### config.mk
export PLATFORM = sky130hd
export DESIGN_NAME = branch_resolve_unit
export DESIGN_NICKNAME = d
export VERILOG_FILES = /design/src/rtl/branch_resolve_unit.sv
export SDC_FILE = /design/constraint.sdc
export NUM_CORES = 1
export LEC_CHECK = 0
export BUFFER_PORTS_ARGS = -buffer_cell sky130_fd_sc_hd__buf_2
export CAP_MARGIN = 20
export CELL_PAD_IN_SITES_DETAIL_PLACEMENT = 1
export CELL_PAD_IN_SITES_GLOBAL_PLACEMENT = 1
export CORE_ASPECT_RATIO = 2
export CORE_MARGIN = 8
export CORE_UTILIZATION = 41
export CTS_BUF_LIST = sky130_fd_sc_hd__clkbuf_4 sky130_fd_sc_hd__clkbuf_8
export CTS_CLUSTER_SIZE = 14
export DETAILED_ROUTE_END_ITERATION = 10
export GPL_TIMING_DRIVEN = 0
export MAX_ROUTING_LAYER = met4
export PLACE_DENSITY = 0.86
export SYNTH_ARGS = -nofsm -noshare
export SYNTH_HDL_FRONTEND = slang
export SYNTH_SLANG_ARGS = --single-unit
### constraint.sdc
create_clock -name clk -period 4.52 [get_ports clk]
set_input_delay 0 -clock clk [delete_from_list [all_inputs] [get_ports clk]]
set_output_delay 0 -clock clk [all_outputs]
set_load 0.1 [all_outputs]
### src/rtl/branch_resolve_unit.sv
// branch_resolve_unit
//   Resolves MIPS32 conditional branches from the magnitude comparator's flags.
//   Every accepted branch produces a one-cycle result. A taken branch also
//   sends a redirect to fetch over a valid/ready handshake and then pulses a
//   flush of the younger pipeline stages.
//
// Ports
//   clk, reset_n          clock (rising edge), async active-low reset
//   br_valid_i/br_ready_o branch op handshake (ready only in IDLE)
//   br_op_i               000 BEQ, 001 BNE, 010 BLEZ, 011 BGTZ, 100 BLTZ,
//                         101 BGEZ, 11x reserved
//   pc_plus4_i, imm_i     branch PC+4 and signed word offset
//   cmp_gt/eq/lt_i        unsigned comparator flags; sign_a_i = rs[31]
//   res_valid_o/res_taken_o  one-cycle resolution result
//   illegal_o             one-cycle pulse when a reserved op is accepted
//   redir_valid_o/redir_ready_i/redir_target_o  redirect to fetch
//   flush_o               one-cycle flush after the redirect handshake
//
// Optional feature: define BRANCH_STATS_EN to add stat_taken_o and
// stat_nottaken_o, 32-bit wrapping counters of resolved branches.

module branch_resolve_unit #(
    parameter int ADDR_W = 32,
    parameter int IMM_W  = 16
) (
    input  logic              clk,
    input  logic              reset_n,
    input  logic              br_valid_i,
    output logic              br_ready_o,
    input  logic [2:0]        br_op_i,
    input  logic [ADDR_W-1:0] pc_plus4_i,
    input  logic [IMM_W-1:0]  imm_i,
    input  logic              cmp_gt_i,
    input  logic              cmp_eq_i,
    input  logic              cmp_lt_i,
    input  logic              sign_a_i,
    output logic              res_valid_o,
    output logic              res_taken_o,
    output logic              illegal_o,
    output logic              redir_valid_o,
    input  logic              redir_ready_i,
    output logic [ADDR_W-1:0] redir_target_o,
    output logic              flush_o
`ifdef BRANCH_STATS_EN
    ,
    output logic [31:0]       stat_taken_o,
    output logic [31:0]       stat_nottaken_o
`endif
);

    typedef enum logic [1:0] {
        IDLE     = 2'd0,
        REDIRECT = 2'd1,
        FLUSH    = 2'd2
    } state_t;

    localparam logic [2:0] OP_BEQ  = 3'b000;
    localparam logic [2:0] OP_BNE  = 3'b001;
    localparam logic [2:0] OP_BLEZ = 3'b010;
    localparam logic [2:0] OP_BGTZ = 3'b011;
    localparam logic [2:0] OP_BLTZ = 3'b100;
    localparam logic [2:0] OP_BGEZ = 3'b101;

    state_t            state, state_n;
    logic              accept;
    logic              taken;
    logic              reserved;
    logic [ADDR_W-1:0] target;
    logic [ADDR_W-1:0] offset;

    // The zero-compare ops decide on sign and gt/eq alone, so lt is never
    // needed; the name keeps it out of the unused-signal lint.
    logic              unused_cmp_lt;
    assign unused_cmp_lt = cmp_lt_i;

    assign accept = br_valid_i && (state == IDLE);

    // Branch decision, purely combinational from the presented op and flags.
    always_comb begin
        taken    = 1'b0;
        reserved = 1'b0;
        case (br_op_i)
            OP_BEQ:  taken = cmp_eq_i;
            OP_BNE:  taken = !cmp_eq_i;
            OP_BLEZ: taken = sign_a_i | cmp_eq_i;
            OP_BGTZ: taken = !sign_a_i & cmp_gt_i;
            OP_BLTZ: taken = sign_a_i;
            OP_BGEZ: taken = !sign_a_i;
            default: reserved = 1'b1;
        endcase
    end

    // Word offset sign-extended to byte offset; the add wraps modulo 2^ADDR_W.
    assign offset = {{(ADDR_W-IMM_W-2){imm_i[IMM_W-1]}}, imm_i, 2'b00};
    assign target = pc_plus4_i + offset;

    always_ff @(posedge clk or negedge reset_n) begin
        if (!reset_n) state <= IDLE;
        else          state <= state_n;
    end

    always_comb begin
        state_n       = state;
        br_ready_o    = 1'b0;
        redir_valid_o = 1'b0;
        flush_o       = 1'b0;
        case (state)
            IDLE: begin
                br_ready_o = 1'b1;
                if (accept && taken) state_n = REDIRECT;
            end
            REDIRECT: begin
                redir_valid_o = 1'b1;
                if (redir_ready_i) state_n = FLUSH;
            end
            FLUSH: begin
                flush_o = 1'b1;
                state_n = IDLE;
            end
            default: state_n = IDLE;
        endcase
    end

    // Result pulses; the target register only loads on a taken accept so it
    // is stable through REDIRECT and keeps its last value afterwards.
    always_ff @(posedge clk or negedge reset_n) begin
        if (!reset_n) begin
            res_valid_o    <= 1'b0;
            res_taken_o    <= 1'b0;
            illegal_o      <= 1'b0;
            redir_target_o <= '0;
        end else begin
            res_valid_o <= accept;
            res_taken_o <= accept && taken;
            illegal_o   <= accept && reserved;
            if (accept && taken) redir_target_o <= target;
        end
    end

`ifdef BRANCH_STATS_EN
    always_ff @(posedge clk or negedge reset_n) begin
        if (!reset_n) begin
            stat_taken_o    <= '0;
            stat_nottaken_o <= '0;
        end else if (accept) begin
            if (taken) stat_taken_o    <= stat_taken_o + 32'd1;
            else       stat_nottaken_o <= stat_nottaken_o + 32'd1;
        end
    end
`endif

endmodule

==> out/results.md <==
| Parameter | Reported | Unit |
| --- | --- | --- |
| Result of the run | completed | - |
| Final setup violation count | 0 | - |
| Total number of vias | 3293 | - |
| Fill count | 945 | - |
| Share of synthesized registers carrying an async set or reset | 100 | % |
| Adder-cell share of the synthesized area | 12.5 | % |
| Arr. time, crit path | 2.64 | ns |
| Type of the worst setup path | in -> reg | - |
| Yosys warning count | 0 | - |
| Post-layout minimum cycle time | 2.45 | ns |
| Depth of the CTS H-tree | 2 | - |
| Slowest Stage Delay on Critical Path | 0.86 | ns |
| Global-route wire length before repair | 17800 | um |
| Die span in x | 77.0 | um |
| Vias per inst | 5.76 | - |
| Core Rows | 44 | - |
| Avg Cell Area, Syn | 8.25 | sq um |
| Launching element type of the critical path | input pin | - |
| Remaining antenna violation count after routing | 0 | - |
| Die Ht | 138 | um |
| Port buffer count | 95 | - |
| Overall overflow remaining after global route | 0 | - |
| Fin crit share | 54.3 | % |
| Fin nets | 568 | - |
| Total inserted antenna cells | 0 | - |
| Crit path cell chain | buf_2 > ha_1 > inv_1 > fa_1 > nor2b_1 > o211ai_1 > a2111oi_0 > o31ai_1 > o21bai_1 > xnor2_1 > o21ai_1 | - |
| Wirelength per Cell | 18.9 | um |
| Total Routing Usage GR | 21.0 | % |
| Layout Area Growth over Synthesis | 24.6 | % |
| Total power density per cell area | 605 | nW/um^2 |
| CORE AREA | 7270 | sq um |
| Share of the synthesized area in compound gates (AO/OA/AOI/OAI) | 25.9 | % |
| Cell type group with the largest total delay on the critical path | compound AO/OA/AOI/OAI gates | - |
| Clock Tree Buf Depth | 2 | - |
| Pin count of the biggest net entering global routing | 38 | - |
| Combined buffer and inverter count along the critical path | 2 | - |
| Dominant combinational cell family by area after synthesis | compound AO/OA/AOI/OAI gates | - |
| Worst-case vdd ir drop | 0.000396 | V |
| Part of the Yosys area used for sequential elements | 30.3 | % |
| Max-cap violations | 0 | - |
| Setup TNS | 0 | ns |
| CTS buffer count | 5 | - |
| Post-synthesis register bit count | 37 | - |
| Primary flip-flop cell chosen by synthesis mapping | sky130_fd_sc_hd__dfrtp_1 | - |
| Clock skew after layout | 0.00526 | ns |
| Post-Synth XOR/XNOR Area | 6.60 | % |
| Hold violation count in the final report | 0 | - |
| Maximum clock frequency | 408 | MHz |
| Number of remaining DRC errors | 0 | - |
| Worst rel slew slack | 34.7 | % |
| Leading cell type in the layout, fill and taps excluded | sky130_fd_sc_hd__buf_2 | - |
| Standard cell with the maximum stage delay on the critical path | sky130_fd_sc_hd__a2111oi_0 | - |
| WP data required | 4.70 | ns |
| Cell area after layout | 3800 | sq um |
| Clock net sink count | 37 | - |
| Hold/Removal Path Class | in -> reg | - |
| Detailed-routing iteration count for the pre-antenna-repair pass | 4 | - |
| Unique masters post-synth | 54 | - |
| Endpoint type of the worst setup path | flop | - |
| TritonCTS clock tree | built | - |
| Instance count of the mapped netlist | 370 | - |
| Unrepaired setup endpoints after global routing | no | - |
| Post-Place Worst Slack | 1.80 | ns |
| Placement Cell Area | 3640 | sq um |
| Floorplan die area | 10600 | sq um |
| Worst slew pin tran | 0.955 | ns |
| Source-to-sink clock delay at the later pin of the worst-skew pair | 0.31 | ns |
| Via count of the first global-routing pass | 3762 | - |
| Sequential Area | 926 | sq um |
| Area of the multi-input gates | 2020 | sq um |
| Initial standard-cell utilization of the core | 42.0 | % |
| Total Routed Length | 10800 | um |
| Post-synth EDFFs | 0 | - |
| Final weighted congestion of routability-driven global placement | 0.884 | - |
| Final worst slack | 2.07 | ns |
| Synthesized Nets | 459 | - |
| Cell at the root of the clock tree | sky130_fd_sc_hd__clkbuf_8 | - |
| Placed wire-length estimate | 8760 | um |
| Leading cell types in the layout, fill and taps excluded | sky130_fd_sc_hd__buf_2, sky130_fd_sc_hd__nand2_1, sky130_fd_sc_hd__dfrtp_1, sky130_fd_sc_hd__a21oi_1, sky130_fd_sc_hd__ha_1 | - |
| Area of the mapped netlist | 3050 | sq um |
| # resized after CTS | 0 | - |
| IO Count | 97 | - |
| Static leakage | 0.00189 | uW |
| Clock Pin Slew Worst Setup and Hold Paths | 0.09 | ns |
| Final max-slew violation count | 0 | - |
| Fin util | 52.3 | % |
| Maximum fanout count along the critical path | 3 | - |
| Share of synthesized area spent on multiplexers | 1.68 | % |
| Number of DRC violations after detailed-routing iteration 0 | 94 | - |
| Simple-gate share of the synthesized area | 19.6 | % |
| Proportion of layout cells with a drive suffix above 1 | 22.7 | % |
| Antenna violations before repair | 0 | - |
| Power after layout | 2300 | uW |
worst reg2reg max path, cell delays in order (launching register included):
cell,delay (ns)
sky130_fd_sc_hd__dfrtp_1,0.38
sky130_fd_sc_hd__nor2_1,0.07
sky130_fd_sc_hd__and2_1,0.19
sky130_fd_sc_hd__o21ai_1,0.38
sky130_fd_sc_hd__clkbuf_1,0.48
sky130_fd_sc_hd__clkbuf_1,0.46
sky130_fd_sc_hd__nand2_1,0.12
sky130_fd_sc_hd__o21ai_1,0.09
what timing repair did:
action,CTS,global route
hold endpoints to repair,43,0
setup buffers,0,0
hold buffers,7,0
stage by stage:
| stage | hold slack [ns] | cells |
|---|---|---|
| floorplan | -0.296 | 370 |
| global placement | 0.148 | 557 |
| detailed placement | 0.170 | 557 |
| CTS | 0.0105 | 572 |
| global route | 0.0352 | 572 |
| finish | 0.0213 | 572 |
path summary, 6_finish.rpt:
check / slack [ns] / from / to / depth (start not counted)
setup reg to reg: 2.29 / state[0] / redir_target_o[21] / 7
hold reg to reg: 0.48 / redir_target_o[26] / redir_target_o[26] / 2
min in group asynchronous: 0.35 / reset_n / redir_target_o[3] / 2
hold / removal: 0.02 / imm_i[0] / redir_target_o[2] / 4
setup / recovery: 2.07 / pc_plus4_i[2] / redir_target_o[24] / 11
max in group asynchronous: 3.61 / reset_n / redir_target_o[26] / 2
layout make-up:
type | count | area share (%)
multi-input cells | 306 | 53.2
clock inverters | 3 | 0.559
clock buffers | 5 | 1.81
plain buffers | 18 | 1.78
flip-flops and latches | 37 | 24.4
well taps | 92 | 3.03
repair buffers | 102 | 14.3
inverters | 9 | 0.888
per-layer routing:
| metal | track usage [%] | vias up | part of all wire, % |
|---|---|---|---|
| met4 | 12.8 | 0 | 4.8 |
| met3 | 3.25 | 35 | 3.3 |
| met2 | 39.8 | 90 | 57 |
| li1 | - | 1564 | - |
| met5 | - | - | 0 |
| met1 | 18.6 | 1604 | 35 |
sequential cells by signal (all words and copies together) (netlist names):
| name | count |
|---|---|
| state | 2 |
| res_valid_o | 1 |
| illegal_o | 1 |
| redir_target_o | 32 |
| res_taken_o | 1 |
power by group:
group          internal, uW  switching, uW  leakage [uW]  total (uW)
clock network           110            142     0.0000445         252
registers               452           76.3      0.000464         529
logic                   266           1250       0.00138        1520
cell families after synthesis:
family | count (synthesis)
AOI/OAI and AO/OA | 124
and+or+nand+nor | 124
DFF | 37
adders and majority gates | 30
buffers and inverters | 27
xor gates and xnor gates | 23
muxes | 5
synthesized netlist by cell type (2+ instances only):
cell | n | area [sq um]
sky130_fd_sc_hd__a211oi_1 | 3 | 22.5
sky130_fd_sc_hd__a21boi_1 | 2 | 15.0
sky130_fd_sc_hd__a21o_1 | 12 | 90.1
sky130_fd_sc_hd__a21oi_1 | 33 | 165
sky130_fd_sc_hd__a31oi_1 | 4 | 25.0
sky130_fd_sc_hd__and2_1 | 3 | 18.8
sky130_fd_sc_hd__and3_1 | 5 | 31.3
sky130_fd_sc_hd__clkbuf_1 | 18 | 67.6
sky130_fd_sc_hd__dfrtp_1 | 37 | 926
sky130_fd_sc_hd__ha_1 | 29 | 363
sky130_fd_sc_hd__inv_1 | 8 | 30.0
sky130_fd_sc_hd__mux2i_1 | 4 | 40.0
sky130_fd_sc_hd__nand2_1 | 54 | 203
sky130_fd_sc_hd__nand2b_1 | 3 | 18.8
sky130_fd_sc_hd__nand3_1 | 14 | 70.1
sky130_fd_sc_hd__nand4_1 | 7 | 43.8
sky130_fd_sc_hd__nor2_1 | 13 | 48.8
sky130_fd_sc_hd__nor2b_1 | 4 | 25.0
sky130_fd_sc_hd__nor3_1 | 7 | 35.0
sky130_fd_sc_hd__nor3b_1 | 5 | 37.5
sky130_fd_sc_hd__o211ai_1 | 5 | 37.5
sky130_fd_sc_hd__o21a_1 | 5 | 37.5
sky130_fd_sc_hd__o21ai_0 | 19 | 95.1
sky130_fd_sc_hd__o21ai_1 | 22 | 110
sky130_fd_sc_hd__o21bai_1 | 2 | 15.0
sky130_fd_sc_hd__o31ai_1 | 2 | 15.0
sky130_fd_sc_hd__or4_1 | 2 | 15.0
sky130_fd_sc_hd__xnor2_1 | 9 | 78.8
sky130_fd_sc_hd__xor2_1 | 14 | 123
Note: power is estimated with default switching activity, not from simulation.
